--- config.mk ---
export PLATFORM = sky130hd
export DESIGN_NAME = uart_tx_scheduler_flat
export DESIGN_NICKNAME = d
export VERILOG_FILES = /design/src/rtl/uart_tx_scheduler_if.sv /design/src/rtl/uart_tx_scheduler.sv /design/src/flat_wrapper.sv
export SDC_FILE = /design/constraint.sdc
export NUM_CORES = 1
export LEC_CHECK = 0
export BUFFER_PORTS_ARGS = -buffer_cell sky130_fd_sc_hd__buf_2
export CAP_MARGIN = 15
export CORE_UTILIZATION = 30
export CTS_CLUSTER_SIZE = 20
export DETAILED_ROUTE_END_ITERATION = 10
export SYNTH_ARGS = -nofsm -noshare
export SYNTH_HDL_FRONTEND = slang
export SYNTH_SLANG_ARGS = --single-unit
--- constraint.sdc ---
create_clock -name pclk_i -period 3.7 [get_ports pclk_i]
set_input_delay 0.74 -clock pclk_i [delete_from_list [all_inputs] [get_ports pclk_i]]
set_output_delay 0.74 -clock pclk_i [all_outputs]
set_load 0.05 [all_outputs]
--- src/rtl/uart_tx_scheduler_if.sv ---
// rtl/uart_tx_scheduler_if.sv - APB bus between the TX scheduler (master) and the UART register slave
interface uart_tx_scheduler_if;
    logic        psel_o;
    logic        penable_o;
    logic        pwrite_o;
    logic [7:0]  paddr_o;
    logic [31:0] pwdata_o;
    logic [31:0] prdata_i;
    logic        pready_i;
    logic        pslverr_i;

    modport master (
        output psel_o, penable_o, pwrite_o, paddr_o, pwdata_o,
        input  prdata_i, pready_i, pslverr_i
    );

    modport slave (
        input  psel_o, penable_o, pwrite_o, paddr_o, pwdata_o,
        output prdata_i, pready_i, pslverr_i
    );
endinterface

--- src/rtl/uart_tx_scheduler.sv ---
// rtl/uart_tx_scheduler.sv - round-robin byte scheduler driving the UART TX path over APB (optional init write: UART_TX_SCHED_INIT_EN)
module uart_tx_scheduler #(
    parameter int          N_REQ       = 4,
    parameter logic [7:0]  TXDATA_ADDR = 8'h00,
    parameter logic [7:0]  STATUS_ADDR = 8'h08,
    parameter int          TXFULL_BIT  = 0,
    parameter logic [7:0]  CTRL_ADDR   = 8'h0C,
    parameter logic [31:0] INIT_CTRL   = 32'h0000_0001,
    localparam int         IDW         = (N_REQ > 1) ? $clog2(N_REQ) : 1
) (
    input  logic                 pclk_i,
    input  logic                 preset_i,
    input  logic [N_REQ-1:0]     req_valid_i,
    input  logic [8*N_REQ-1:0]   req_data_i,
    output logic [N_REQ-1:0]     req_ready_o,
    uart_tx_scheduler_if.master  apb,
    output logic                 busy_o,
    output logic [IDW-1:0]       grant_id_o,
    output logic                 err_o,
    input  logic                 err_clr_i
);

`ifdef UART_TX_SCHED_INIT_EN
    typedef enum logic [2:0] {IDLE, POLL_S, POLL_A, WR_S, WR_A, INIT_S, INIT_A} state_t;
    localparam state_t RST_STATE = INIT_S;
`else
    typedef enum logic [2:0] {IDLE, POLL_S, POLL_A, WR_S, WR_A} state_t;
    localparam state_t RST_STATE = IDLE;
`endif

    state_t         r_state;
    state_t         w_next;
    logic [IDW-1:0] r_ptr;
    logic [IDW-1:0] r_grant;
    logic [7:0]     r_byte;
    logic           r_err;

    logic           w_found;
    logic [IDW-1:0] w_winner;
    logic [7:0]     w_sel_byte;
    logic           w_accept;
    logic           w_err_set;

    // First valid requester at or after the round-robin pointer, wrapping.
    always_comb begin : p_arb
        int v_idx;
        v_idx      = 0;
        w_found    = 1'b0;
        w_winner   = '0;
        w_sel_byte = '0;
        for (int i = 0; i < N_REQ; i++) begin
            v_idx = int'(r_ptr) + i;
            if (v_idx >= N_REQ) begin
                v_idx = v_idx - N_REQ;
            end
            if (!w_found && req_valid_i[v_idx]) begin
                w_found    = 1'b1;
                w_winner   = v_idx[IDW-1:0];
                w_sel_byte = req_data_i[8*v_idx +: 8];
            end
        end
    end

    always_ff @(posedge pclk_i or posedge preset_i) begin
        if (preset_i) begin
            r_state <= RST_STATE;
        end else begin
            r_state <= w_next;
        end
    end

    always_comb begin
        w_next        = r_state;
        w_accept      = 1'b0;
        w_err_set     = 1'b0;
        req_ready_o   = '0;
        busy_o        = (r_state != IDLE);
        apb.psel_o    = 1'b0;
        apb.penable_o = 1'b0;
        apb.pwrite_o  = 1'b0;
        apb.paddr_o   = '0;
        apb.pwdata_o  = '0;
        case (r_state)
            IDLE: begin
                if (w_found) begin
                    req_ready_o[w_winner] = 1'b1;
                    w_accept              = 1'b1;
                    w_next                = POLL_S;
                end
            end
            POLL_S: begin
                apb.psel_o  = 1'b1;
                apb.paddr_o = STATUS_ADDR;
                w_next      = POLL_A;
            end
            POLL_A: begin
                apb.psel_o    = 1'b1;
                apb.penable_o = 1'b1;
                apb.paddr_o   = STATUS_ADDR;
                if (apb.pready_i) begin
                    if (apb.pslverr_i) begin
                        w_err_set = 1'b1;
                        w_next    = POLL_S;
                    end else if (apb.prdata_i[TXFULL_BIT]) begin
                        w_next = POLL_S;
                    end else begin
                        w_next = WR_S;
                    end
                end
            end
            WR_S: begin
                apb.psel_o   = 1'b1;
                apb.pwrite_o = 1'b1;
                apb.paddr_o  = TXDATA_ADDR;
                apb.pwdata_o = {24'h0, r_byte};
                w_next       = WR_A;
            end
            WR_A: begin
                apb.psel_o    = 1'b1;
                apb.penable_o = 1'b1;
                apb.pwrite_o  = 1'b1;
                apb.paddr_o   = TXDATA_ADDR;
                apb.pwdata_o  = {24'h0, r_byte};
                // An errored write is not retried: the byte is dropped.
                if (apb.pready_i) begin
                    w_err_set = apb.pslverr_i;
                    w_next    = IDLE;
                end
            end
`ifdef UART_TX_SCHED_INIT_EN
            INIT_S: begin
                apb.psel_o   = 1'b1;
                apb.pwrite_o = 1'b1;
                apb.paddr_o  = CTRL_ADDR;
                apb.pwdata_o = INIT_CTRL;
                w_next       = INIT_A;
            end
            INIT_A: begin
                apb.psel_o    = 1'b1;
                apb.penable_o = 1'b1;
                apb.pwrite_o  = 1'b1;
                apb.paddr_o   = CTRL_ADDR;
                apb.pwdata_o  = INIT_CTRL;
                if (apb.pready_i) begin
                    w_err_set = apb.pslverr_i;
                    w_next    = IDLE;
                end
            end
`endif
            default: begin
                w_next = IDLE;
            end
        endcase
        // Outputs are forced low while reset is held, even when the
        // reset state itself would drive the bus.
        if (preset_i) begin
            w_accept      = 1'b0;
            w_err_set     = 1'b0;
            req_ready_o   = '0;
            busy_o        = 1'b0;
            apb.psel_o    = 1'b0;
            apb.penable_o = 1'b0;
            apb.pwrite_o  = 1'b0;
            apb.paddr_o   = '0;
            apb.pwdata_o  = '0;
        end
    end

    always_ff @(posedge pclk_i or posedge preset_i) begin
        if (preset_i) begin
            r_ptr   <= '0;
            r_grant <= '0;
            r_byte  <= '0;
            r_err   <= 1'b0;
        end else begin
            if (w_accept) begin
                r_byte  <= w_sel_byte;
                r_grant <= w_winner;
                r_ptr   <= (w_winner == IDW'(N_REQ - 1)) ? '0 : w_winner + IDW'(1);
            end
            // A set in the same cycle as a clear wins.
            if (w_err_set) begin
                r_err <= 1'b1;
            end else if (err_clr_i) begin
                r_err <= 1'b0;
            end
        end
    end

    assign grant_id_o = r_grant;
    assign err_o      = r_err;

endmodule

--- src/flat_wrapper.sv ---
// flat-port wrapper written by rule: the top's interface ports become plain ports
module uart_tx_scheduler_flat 
#(
    parameter int          N_REQ       = 4,
    parameter logic [7:0]  TXDATA_ADDR = 8'h00,
    parameter logic [7:0]  STATUS_ADDR = 8'h08,
    parameter int          TXFULL_BIT  = 0,
    parameter logic [7:0]  CTRL_ADDR   = 8'h0C,
    parameter logic [31:0] INIT_CTRL   = 32'h0000_0001,
    localparam int         IDW         = (N_REQ > 1) ? $clog2(N_REQ) : 1
)
  (pclk_i, preset_i, req_valid_i, req_data_i, req_ready_o, busy_o, grant_id_o, err_o, err_clr_i, apb_psel_o, apb_penable_o, apb_pwrite_o, apb_paddr_o, apb_pwdata_o, apb_prdata_i, apb_pready_i, apb_pslverr_i);
  uart_tx_scheduler_if apb_i ();
  input  logic pclk_i;
  input  logic preset_i;
  input  logic [N_REQ-1:0] req_valid_i;
  input  logic [8*N_REQ-1:0] req_data_i;
  output logic [N_REQ-1:0] req_ready_o;
  output logic busy_o;
  output logic [IDW-1:0] grant_id_o;
  output logic err_o;
  input  logic err_clr_i;
  output wire logic [$bits(apb_i.psel_o)-1:0] apb_psel_o;
  output wire logic [$bits(apb_i.penable_o)-1:0] apb_penable_o;
  output wire logic [$bits(apb_i.pwrite_o)-1:0] apb_pwrite_o;
  output wire logic [$bits(apb_i.paddr_o)-1:0] apb_paddr_o;
  output wire logic [$bits(apb_i.pwdata_o)-1:0] apb_pwdata_o;
  input wire logic [$bits(apb_i.prdata_i)-1:0] apb_prdata_i;
  input wire logic [$bits(apb_i.pready_i)-1:0] apb_pready_i;
  input wire logic [$bits(apb_i.pslverr_i)-1:0] apb_pslverr_i;
  assign apb_psel_o = apb_i.psel_o;
  assign apb_penable_o = apb_i.penable_o;
  assign apb_pwrite_o = apb_i.pwrite_o;
  assign apb_paddr_o = apb_i.paddr_o;
  assign apb_pwdata_o = apb_i.pwdata_o;
  assign apb_i.prdata_i = apb_prdata_i;
  assign apb_i.pready_i = apb_pready_i;
  assign apb_i.pslverr_i = apb_pslverr_i;
  uart_tx_scheduler #(.N_REQ(N_REQ), .TXDATA_ADDR(TXDATA_ADDR), .STATUS_ADDR(STATUS_ADDR), .TXFULL_BIT(TXFULL_BIT), .CTRL_ADDR(CTRL_ADDR), .INIT_CTRL(INIT_CTRL)) u_core (.pclk_i(pclk_i), .preset_i(preset_i), .req_valid_i(req_valid_i), .req_data_i(req_data_i), .req_ready_o(req_ready_o), .apb(apb_i), .busy_o(busy_o), .grant_id_o(grant_id_o), .err_o(err_o), .err_clr_i(err_clr_i));
endmodule
==> impl_metrics.toml <==
[status]
outcome = "complete, no violations"

[synthesis]
netlist_area_um2 = 2690
synth_cell_types = 46
synth_edf_count = 0
postSynthCellCount = 265
avgSynthCellArea_um2 = 10.2
synthTopCellsByArea = "mux4_2 23%, dfrtp_1 15%, buf_4 8.9%"
yosysTopAreaCell = "mux4_2"
async_reset_ff_frac = 1.00
synth_ff_type = "dfrtp_1"
seq_area_frac_synth = 0.149
synth.top_cell.area_share = 0.234
ys_warn_count = 0
synth-seq-cells = 16

[drt]
drt_wl_total_um = 6640
firstDrtPassIters = 4
antenna_left = 0
vias_per_cell = 5.36
wl_per_cell_um = 15.7
drtIter0Drc = 74
post-route-drc-count = 0
vias = 2264

[setup_path]
crit_arrival_ns = 2.78
setup.worst_path.class = "flip-flop to output port"
cp_max_fo = 12
ff2ff_path_depth = 7
cpMaxStageDelayCell = "dfrtp_2"
rr_startpoint = "u_core.r_ptr[0]"
rrSetupSlack_ns = 0.97
rr_endpoint = "u_core.r_byte[3]"
endpoint_kind = "output port"
cp.required_ns = 2.96
start_kind = "flip-flop"
critPathMaxStageDelay_ns = 0.40
path_cells = "inv_1 > ha_4 > mux4_2 > buf_4 > nor2b_1 > o31ai_1 > ha_2 > and3_2 > buf_2"

[global_routing]
grt_pass1_vias = 2094
antenna_found_initial = 0
overflow = 0
grt_max_degree = 47
track_usage = 0.142
grt_pass1_wl_um = 10900

[sta]
slew_viol_final = 0
fin_tns_setup_ns = 0
final.min_clock_period_ns = 3.52
worstMarginPinSlew_ns = 0.685
skew_ns = 0.00162
fin_crit_sh = 0.952
max_freq_mhz = 284
final_hold_viol_count = 0
rsz0062_at_grt = "no"
setup_viol = 0
relSlewSlack = 0.543

[floorplan]
die_height_um = 96.7
initial_utilization = 0.309
core_um2 = 8720
die_x_um = 96.7
io_pins = 124
std_cell_rows = 34
die-area_um2 = 9360

[cells_and_area]
final_cells = 422
area_growth_pct = 11.5
final_common_cell = "buf_2"
final_nets = 395
final_core_util = 0.344
mostFrequentLayoutCells = "61 x buf_2, 31 x conb_1, 28 x mux4_2, 17 x mux2i_1, 15 x dfrtp_1"
antenna_cells = 0
drive_gt1_frac = 0.404

[job]
cap_viol_max_count = 0

[place]
placed_cells = 418
port_buffers = 61
place_hpwl_um = 5040
place_congestion = 0.802

[power]
p_per_area_nw_per_um2 = 909
p_leak_nw = 1.26
irDropWorstVdd_mv = 0.300

[clock_tree]
ctsHoldBuffers = 0
root_buffer = "clkbuf_8"
cts_tree = "yes"
cts-htree-levels = 1
cts_sinks = 16
clock_latency_ns = 0.25
cts_resized = 0
cts_buffers = 3
cts.clk_slew.worst_paths_ns = 0.07
clockBufferDepth = 2
cts_setup_buffers = 0

[min_path]
hp-class = "flip-flop to flip-flop"
hold_depth = 2
hold_path_end = "u_core.err_o"
min_from = "u_core.err_o"
==> cells by family after synthesis <==
group	share of synthesized area
AO/OA/AOI/OAI	0.210
XOR/XNOR	0.00651
adder cells (fa/ha/maj)	0.0325
buffers and inverters	0.153
flip-flops	0.149
multiplexers	0.314
other	0.00139
AND/OR/NAND/NOR	0.134
==> final cells by class <==
cell class                      count  area (µm²)
Clock buffer                        4        55.1
Fill cell                         920        5720
Inverter                            5        18.8
Multi-Input combinational cell    218        2010
Sequential cell                    16         402
Tap cell                          108         135
Timing Repair Buffer               71         380
==> metrics by stage <==
| step | cell area (µm²) | hold slack [ns] | setup WS [ns] | total power, mW |
|---|---|---|---|---|
| finish | 3000 | 0.538 | 0.177 | 2.73 |
| global route | 3000 | 0.587 | 0.0527 | 2.94 |
| CTS | 2990 | 0.548 | 0.00183 | 2.72 |
| detailed placement | 2930 | 0.538 | 0.231 | 2.55 |
| global placement | 2930 | 0.539 | 0.250 | 2.53 |
| floorplan | 2810 | 0.611 | 0.00279 | 2.20 |
==> cell usage after synthesis, types with 7 or more instances <==
cell type,instances
o31ai_1,7
buf_4,32
mux2i_1,17
nand2_1,13
nor2b_1,10
buf_2,8
o221ai_1,8
and2_1,9
ha_1,7
a31o_1,8
a21oi_1,11
dfrtp_1,16
buf_6,7
mux4_2,28
a21boi_0,8
==> critical path, delay by kind of cell, from the launching register on <==
family                     cells  cell delay (ns)
adders and majority gates      2             0.56
muxes                          1             0.35
and+or+nand+nor                2             0.25
AOI/OAI and AO/OA              1             0.31
buffers and inverters          3             0.65
DFF                            1             0.40
==> where the power goes <==
group / switching (mW) / internal [mW] / leakage [nW]
clock: 0.0640 / 0.0945 / 0.0288
sequential: 0.0710 / 0.259 / 0.197
combinational: 1.31 / 0.933 / 1.03
==> worst max-delay path by stage <==
stage,from,end,slack [ns],depth (start not counted)
6_report,u_core.r_ptr[0],req_ready_o[3],0.18,9
5_1_grt,u_core.r_ptr[0],req_ready_o[3],0.05,9
4_1_cts,u_core.r_ptr[0],req_ready_o[3],0.002,9
3_5_place_dp,req_valid_i[1],req_ready_o[3],0.23,9
3_3_place_gp,req_valid_i[1],req_ready_o[3],0.25,9
2_1_floorplan,u_core.r_ptr[0],req_ready_o[1],0.003,13
==> registers in the layout, indices dropped and copies added, names as in the netlist <==
name,flops
u_core.grant_id_o,2
u_core.r_state,3
u_core.r_ptr,2
u_core.err_o,1
u_core.r_byte,8
==> layer usage <==
metal | share of wire | GRT usage
met4 | 0.0089 | 0.0344
met3 | 0.039 | 0.0116
met2 | 0.45 | 0.216
met1 | 0.50 | 0.217
met5 | 0 | 0
Power figures use the tool's default switching activity.
